## src/rtl/wb_arbiter_pkg.sv

```systemverilog
// Shared constants and types for the register-file writeback arbiter.
// Latency: n/a (constants only).
// Backpressure: n/a.
package wb_arbiter_pkg;
    localparam int XLEN      = 64;
    localparam int NREGS     = 32;
    localparam int REG_IDX_W = $clog2(NREGS);

    // Round-robin pointer encodings: which requester wins when both are valid.
    localparam logic PRIO_LD  = 1'b1;
    localparam logic PRIO_ALU = 1'b0;

    typedef logic [REG_IDX_W-1:0] reg_idx_t;
    typedef logic [XLEN-1:0]      xdata_t;
endpackage

```

## src/rtl/wb_arbiter_if.sv

```systemverilog
// Bundle of all writeback-arbiter signals: ALU and load requesters, load-issue
// scoreboard inputs, hazard query, regfile write port and busy debug vector.
// slave = arbiter side, master = requesters/issue stage/regfile side.
interface wb_arbiter_if;
    import wb_arbiter_pkg::*;

    logic             i_AluValid;
    logic             o_AluReady;
    reg_idx_t         i_AluReg;
    xdata_t           i_AluData;
    logic             i_LdValid;
    logic             o_LdReady;
    reg_idx_t         i_LdReg;
    xdata_t           i_LdData;
    logic             i_LdIssue;
    reg_idx_t         i_LdIssueReg;
    reg_idx_t         i_ReadReg1;
    reg_idx_t         i_ReadReg2;
    reg_idx_t         i_DestReg;
    logic             o_Hazard;
    logic             o_RegWrite;
    reg_idx_t         o_WriteReg;
    xdata_t           o_WriteData;
    logic [NREGS-1:0] o_Busy;

    modport slave (
        input  i_AluValid, i_AluReg, i_AluData,
        input  i_LdValid, i_LdReg, i_LdData,
        input  i_LdIssue, i_LdIssueReg,
        input  i_ReadReg1, i_ReadReg2, i_DestReg,
        output o_AluReady, o_LdReady, o_Hazard,
        output o_RegWrite, o_WriteReg, o_WriteData, o_Busy
    );

    modport master (
        output i_AluValid, i_AluReg, i_AluData,
        output i_LdValid, i_LdReg, i_LdData,
        output i_LdIssue, i_LdIssueReg,
        output i_ReadReg1, i_ReadReg2, i_DestReg,
        input  o_AluReady, o_LdReady, o_Hazard,
        input  o_RegWrite, o_WriteReg, o_WriteData, o_Busy
    );
endinterface

```

## src/rtl/wb_scoreboard.sv

```systemverilog
// Busy vector of outstanding load destinations plus issue-stage hazard compare.
// Latency: set/clear visible one cycle after the edge; hazard is combinational.
// Backpressure: none; hazard is the stall request to the issue stage.
// Ports: set_vld/set_reg (load issued), clr_vld/clr_reg (load returned),
//        rd_reg1/rd_reg2/dest_reg (instruction in issue), wr_vld/wr_reg
//        (write stage not yet in regfile), busy/hazard outputs.
module wb_scoreboard
    import wb_arbiter_pkg::*;
(
    input  logic             i_Clock,
    input  logic             i_Reset,
    input  logic             set_vld,
    input  reg_idx_t         set_reg,
    input  logic             clr_vld,
    input  reg_idx_t         clr_reg,
    input  reg_idx_t         rd_reg1,
    input  reg_idx_t         rd_reg2,
    input  reg_idx_t         dest_reg,
    input  logic             wr_vld,
    input  reg_idx_t         wr_reg,
    output logic [NREGS-1:0] busy,
    output logic             hazard
);
    logic [NREGS-1:0] r_Busy;
    logic [NREGS-1:0] busy_nxt;
    logic             raw_hit;
    logic             waw_hit;
    logic             wr_hit;

    // Clear first, then set, so a new load to the returning register stays busy.
    // Register 0 is hardwired and never tracked.
    always_comb begin
        busy_nxt = r_Busy;
        if (clr_vld) begin
            busy_nxt[clr_reg] = 1'b0;
        end
        if (set_vld && (set_reg != '0)) begin
            busy_nxt[set_reg] = 1'b1;
        end
    end

    always_ff @(posedge i_Clock) begin
        if (i_Reset) begin
            r_Busy <= '0;
        end else begin
            r_Busy <= busy_nxt;
        end
    end

    // The write stage has not reached the regfile yet and nothing bypasses it.
    always_comb begin
        raw_hit = r_Busy[rd_reg1] | r_Busy[rd_reg2];
        waw_hit = r_Busy[dest_reg];
        wr_hit  = wr_vld & (((wr_reg == rd_reg1) && (rd_reg1 != '0)) ||
                            ((wr_reg == rd_reg2) && (rd_reg2 != '0)));
    end

    assign hazard = raw_hit | waw_hit | wr_hit;
    assign busy   = r_Busy;
endmodule

```

## src/rtl/wb_arbiter.sv

```systemverilog
// Round-robin arbiter sharing the regfile write port between ALU and load return.
// Latency: value transferred in cycle N drives the regfile write in cycle N+1.
// Backpressure: ready only to the granted side; write stage never stalls (1/cycle).
// Ports: i_Clock, i_Reset (sync, active-high), bus (wb_arbiter_if.slave).
module wb_arbiter
    import wb_arbiter_pkg::*;
(
    input  logic         i_Clock,
    input  logic         i_Reset,
    wb_arbiter_if.slave  bus
);
    logic     r_Ptr;
    logic     grant_ld;
    logic     grant_alu;
    logic     xfer_ld;
    logic     xfer_alu;
    logic     r_RegWrite;
    reg_idx_t r_WriteReg;
    xdata_t   r_WriteData;

    // Grant depends only on the valids and the pointer, never on ready.
    always_comb begin
        grant_ld  = bus.i_LdValid  & (~bus.i_AluValid | (r_Ptr == PRIO_LD));
        grant_alu = bus.i_AluValid & (~bus.i_LdValid  | (r_Ptr == PRIO_ALU));
    end

    // Ready is held low in the reset cycle so nothing is accepted and lost.
    assign xfer_ld        = grant_ld  & ~i_Reset;
    assign xfer_alu       = grant_alu & ~i_Reset;
    assign bus.o_LdReady  = xfer_ld;
    assign bus.o_AluReady = xfer_alu;

    // Write stage: register-0 writes are accepted but not enabled.
    always_ff @(posedge i_Clock) begin
        if (i_Reset) begin
            r_Ptr       <= PRIO_LD;
            r_RegWrite  <= 1'b0;
            r_WriteReg  <= '0;
            r_WriteData <= '0;
        end else if (xfer_ld) begin
            r_Ptr       <= PRIO_ALU;
            r_RegWrite  <= (bus.i_LdReg != '0);
            r_WriteReg  <= bus.i_LdReg;
            r_WriteData <= bus.i_LdData;
        end else if (xfer_alu) begin
            r_Ptr       <= PRIO_LD;
            r_RegWrite  <= (bus.i_AluReg != '0);
            r_WriteReg  <= bus.i_AluReg;
            r_WriteData <= bus.i_AluData;
        end else begin
            r_RegWrite  <= 1'b0;
        end
    end

    assign bus.o_RegWrite  = r_RegWrite;
    assign bus.o_WriteReg  = r_WriteReg;
    assign bus.o_WriteData = r_WriteData;

    wb_scoreboard u_scoreboard (
        .i_Clock  (i_Clock),
        .i_Reset  (i_Reset),
        .set_vld  (bus.i_LdIssue),
        .set_reg  (bus.i_LdIssueReg),
        .clr_vld  (xfer_ld),
        .clr_reg  (bus.i_LdReg),
        .rd_reg1  (bus.i_ReadReg1),
        .rd_reg2  (bus.i_ReadReg2),
        .dest_reg (bus.i_DestReg),
        .wr_vld   (r_RegWrite),
        .wr_reg   (r_WriteReg),
        .busy     (bus.o_Busy),
        .hazard   (bus.o_Hazard)
    );
endmodule

```

## src/flat_wrapper.sv

```systemverilog
// flat-port wrapper written by rule: the top's interface ports become plain ports
module wb_arbiter_flat import wb_arbiter_pkg::*;
  (i_Clock, i_Reset, bus_i_AluValid, bus_i_AluReg, bus_i_AluData, bus_i_LdValid, bus_i_LdReg, bus_i_LdData, bus_i_LdIssue, bus_i_LdIssueReg, bus_i_ReadReg1, bus_i_ReadReg2, bus_i_DestReg, bus_o_AluReady, bus_o_LdReady, bus_o_Hazard, bus_o_RegWrite, bus_o_WriteReg, bus_o_WriteData, bus_o_Busy);
  wb_arbiter_if bus_i ();
  input  logic i_Clock;
  input  logic i_Reset;
  input wire logic [$bits(bus_i.i_AluValid)-1:0] bus_i_AluValid;
  input wire logic [$bits(bus_i.i_AluReg)-1:0] bus_i_AluReg;
  input wire logic [$bits(bus_i.i_AluData)-1:0] bus_i_AluData;
  input wire logic [$bits(bus_i.i_LdValid)-1:0] bus_i_LdValid;
  input wire logic [$bits(bus_i.i_LdReg)-1:0] bus_i_LdReg;
  input wire logic [$bits(bus_i.i_LdData)-1:0] bus_i_LdData;
  input wire logic [$bits(bus_i.i_LdIssue)-1:0] bus_i_LdIssue;
  input wire logic [$bits(bus_i.i_LdIssueReg)-1:0] bus_i_LdIssueReg;
  input wire logic [$bits(bus_i.i_ReadReg1)-1:0] bus_i_ReadReg1;
  input wire logic [$bits(bus_i.i_ReadReg2)-1:0] bus_i_ReadReg2;
  input wire logic [$bits(bus_i.i_DestReg)-1:0] bus_i_DestReg;
  output wire logic [$bits(bus_i.o_AluReady)-1:0] bus_o_AluReady;
  output wire logic [$bits(bus_i.o_LdReady)-1:0] bus_o_LdReady;
  output wire logic [$bits(bus_i.o_Hazard)-1:0] bus_o_Hazard;
  output wire logic [$bits(bus_i.o_RegWrite)-1:0] bus_o_RegWrite;
  output wire logic [$bits(bus_i.o_WriteReg)-1:0] bus_o_WriteReg;
  output wire logic [$bits(bus_i.o_WriteData)-1:0] bus_o_WriteData;
  output wire logic [$bits(bus_i.o_Busy)-1:0] bus_o_Busy;
  assign bus_i.i_AluValid = bus_i_AluValid;
  assign bus_i.i_AluReg = bus_i_AluReg;
  assign bus_i.i_AluData = bus_i_AluData;
  assign bus_i.i_LdValid = bus_i_LdValid;
  assign bus_i.i_LdReg = bus_i_LdReg;
  assign bus_i.i_LdData = bus_i_LdData;
  assign bus_i.i_LdIssue = bus_i_LdIssue;
  assign bus_i.i_LdIssueReg = bus_i_LdIssueReg;
  assign bus_i.i_ReadReg1 = bus_i_ReadReg1;
  assign bus_i.i_ReadReg2 = bus_i_ReadReg2;
  assign bus_i.i_DestReg = bus_i_DestReg;
  assign bus_o_AluReady = bus_i.o_AluReady;
  assign bus_o_LdReady = bus_i.o_LdReady;
  assign bus_o_Hazard = bus_i.o_Hazard;
  assign bus_o_RegWrite = bus_i.o_RegWrite;
  assign bus_o_WriteReg = bus_i.o_WriteReg;
  assign bus_o_WriteData = bus_i.o_WriteData;
  assign bus_o_Busy = bus_i.o_Busy;
  wb_arbiter u_core (.i_Clock(i_Clock), .i_Reset(i_Reset), .bus(bus_i));
endmodule
```

## config.mk

```make
export PLATFORM = sky130hd
export DESIGN_NAME = wb_arbiter_flat
export DESIGN_NICKNAME = d
export VERILOG_FILES = /design/src/rtl/wb_arbiter_pkg.sv /design/src/rtl/wb_arbiter_if.sv /design/src/rtl/wb_scoreboard.sv /design/src/rtl/wb_arbiter.sv /design/src/flat_wrapper.sv
export SDC_FILE = /design/constraint.sdc
export NUM_CORES = 1
export LEC_CHECK = 0
export ABC_AREA = 0
export CORE_ASPECT_RATIO = 0.8
export CORE_UTILIZATION = 25
export DETAILED_ROUTE_END_ITERATION = 16
export DONT_BUFFER_PORTS = 1
export PLACE_DENSITY_LB_ADDON = 0.3
export REMOVE_ABC_BUFFERS = 1
export SLEW_MARGIN = 15
export SYNTH_ARGS = -nofsm -noshare
export SYNTH_HDL_FRONTEND = slang
export SYNTH_SLANG_ARGS = --single-unit
```

## constraint.sdc

```tcl
create_clock -name i_Clock -period 3 [get_ports i_Clock]
set_input_delay 0.6 -clock i_Clock [delete_from_list [all_inputs] [get_ports i_Clock]]
set_output_delay 0.6 -clock i_Clock [all_outputs]
set_load 0.02 [all_outputs]
```

==> qor.txt <==
Synth async-reset ratio - 0%
I/O Pins - 268
area of the core - 19,860 um2
Synth Flop Type - dfxtp_1
largest net degree at the start of global routing - 105
initial antenna violation count - 1
DIE WIDTH - 161.5 um
starting density of the core - 25.63%
LEAKAGE - 1.796 nW
Final Cycle Share - 96.84%
Vias/cell - 5.694
Least-Margin Pin Slew - 0.8667 ns
number of buffers created by CTS - 9
R2R Setup Slk - 0.77 ns
area growth from synthesis to layout - 10.94%
status - completed
setup bufs post-CTS - 0
sequential area share after synthesis - 40.52%
DP Worst Slack - 0.3569 ns
WS Path Type - reg2out
Synth area leader - dfxtp_1
Synth warnings - 0
skew final - 0.01102 ns
area share of the largest cell type after synthesis - 40.52%
Total GRT Usage - 16.38%
RSZ-0062 raised after global routing - false
TritonRoute pass-1 iters - 5
post-CTS sizing - 0
Reg clk slew, reported paths - 0.08 ns
max_slew headroom - 42.08%
worst hold path type - in2reg
DP HPWL - 13.36 mm
final cell count without fillers - 834
mean routed wirelength per cell - 21.60 um
worst path setup slack after routing - 0.09484 ns
Mapped Area - 5089 um2
Fin. Hold Viols - 0
# DRC - 0
largest cells by area after synthesis - dfxtp_1, a21oi_1, a22oi_1
hold-fix buffers at CTS - 0
Slowest cell on crit path - mux4_2
Skew-Pair Late Insertion Delay - 0.35 ns
maximum VDD drop - 0.2109 mV
crit path launch type - flip-flop
CTS Sinks - 103
required time worst endpoint - 2.40 ns
port bufs - 0
Die Y - 129.6 um
overall routed net length - 18.01 mm
Final Slew Violations - 0
pwr dens - 536.5 nW/um2
fraction of layout cells with a size suffix above 1 - 11.07%
CTS tree - built
DRT iter0 DRCs - 477
clock tree buffer depth - 2
maximum fanout along the worst path - 5
Avg Cell Area, Syn - 8.699 um2
Final Critical Period - 2.905 ns
via count - 4,749
Syn Inst Count - 585
grt ovf - 0
post-synthesis cell type count - 48
final antenna-violating net count - 0
H-tree Lvls - 3
critical path cell sequence - mux4_2 -> o2111ai_2 -> o31ai_1 -> nor4_1 -> nand4_1
CP arrival - 2.31 ns
vias in the first global route - 4,313
die area - 20,930 um2
first-pass GRT wire length - 25.78 mm
Placer Congestion - 0.9695
CTS root buffer - clkbuf_16
Max Cap Violations - 0
row count - 46
most common library cell in the layout ignoring fill and taps - dfxtp_1
max incr delay on CP - 0.54 ns
number of flops mapped to enable cells by yosys - 0
commonest non-fill, non-tap cells in the layout - dfxtp_1, a21oi_1, nand2_1, a22oi_1, o21ai_0
Fmax - 344.2 MHz
Crit. End Element - primary output
final setup fails - 0
dpl cells - 817
Synth Register Bits - 103
nets@finish - 727
[per-stage QoR]
step	setup TNS, ns	power (mW)	instance area (um2)	hold slack, ns	utilization [%]
finish	0	3.029	5645	0.3082	28.43
global route	0	3.156	5645	0.2998	28.43
CTS	0	3.069	5643	0.2908	28.42
detailed placement	0	1.912	5361	0.5441	27.00
global placement	0	1.903	5361	0.5269	27.00
floorplan	-170.84	1.816	4876	0.4794	-
[path summary, 6_finish.rpt]
path	startpoint	to	cells after the start
hold reg to reg	u_core.bus.o_WriteData[6]$_SDFFE_PP0P_	u_core.bus.o_WriteData[6]$_SDFFE_PP0P_	2
setup / recovery	u_core.u_scoreboard.busy[14]$_SDFF_PP0_	bus_o_Hazard	5
setup reg to reg	u_core.r_Ptr$_SDFFE_PP1P_	u_core.bus.o_WriteData[2]$_SDFFE_PP0P_	7
hold / removal	i_Reset	u_core.bus.o_WriteData[9]$_SDFFE_PP0P_	1
[layout make-up]
class / instances / area [um2]
diodes: 1 / 2.502
clock buffers: 9 / 225.2
clock inverters: 7 / 56.30
fillers: 2123 / 14210
inverters: 6 / 22.52
multi-input cells: 427 / 2806
flip-flops and latches: 103 / 2062
well taps: 264 / 330.3
repair buffers: 17 / 140.1
[routing by layer]
layer	vias up	track usage [%]	share of wire, %
li1	2112	-	-
met1	2294	21.57	41
met2	311	25.13	46
met3	32	5.058	10
met4	0	6.271	2.5
met5	-	0	0
[kinds of logic after synthesis]
logic type	after synthesis	share of synthesized area (%)
xor gates and xnor gates	10	1.721
AOI/OAI and AO/OA	213	25.35
buffers and inverters	55	4.622
and+or+nand+nor	170	15.37
muxes	34	12.42
DFF	103	40.52
[sequential cells by signal, summed over array words and instances (netlist names)]
signal                    cells
u_core.bus.o_WriteReg         5
u_core.u_scoreboard.busy     32
u_core.r_Ptr                  1
u_core.bus.o_WriteData       64
u_core.bus.o_RegWrite         1
[synthesized netlist by cell type (all sizes together) (2+ instances only)]
| cell type | number |
|---|---|
| nand4 | 5 |
| clkbuf | 28 |
| buf | 21 |
| mux4 | 22 |
| nor3b | 4 |
| xnor2 | 10 |
| a21oi | 98 |
| nand3 | 9 |
| nand3b | 6 |
| and2 | 2 |
| inv | 5 |
| mux2i | 8 |
| or3b | 2 |
| a211oi | 5 |
| mux2 | 4 |
| and3 | 2 |
| o21ai | 32 |
| a22oi | 65 |
| o22ai | 3 |
| nand2b | 7 |
| nor3 | 3 |
| or4 | 2 |
| nor2b | 4 |
| nor2 | 20 |
| nand2 | 97 |
| o2111ai | 2 |
| dfxtp | 103 |
| or3 | 3 |
[worst max-delay path: cells and delay by family, from the launching register on]
kind / cells / cell delay (ns)
AND/OR/NAND/NOR: 2 / 0.69
AO/OA/AOI/OAI: 2 / 0.28
multiplexers: 1 / 0.54
flip-flops: 1 / 0.44
[report_power, final]
group | leakage [nW] | switching, mW | internal (mW)
combinational | 0.824 | 0.160 | 0.130
sequential | 0.842 | 0.150 | 1.44
clock | 0.130 | 0.577 | 0.573
(Power assumes the default switching activity.)
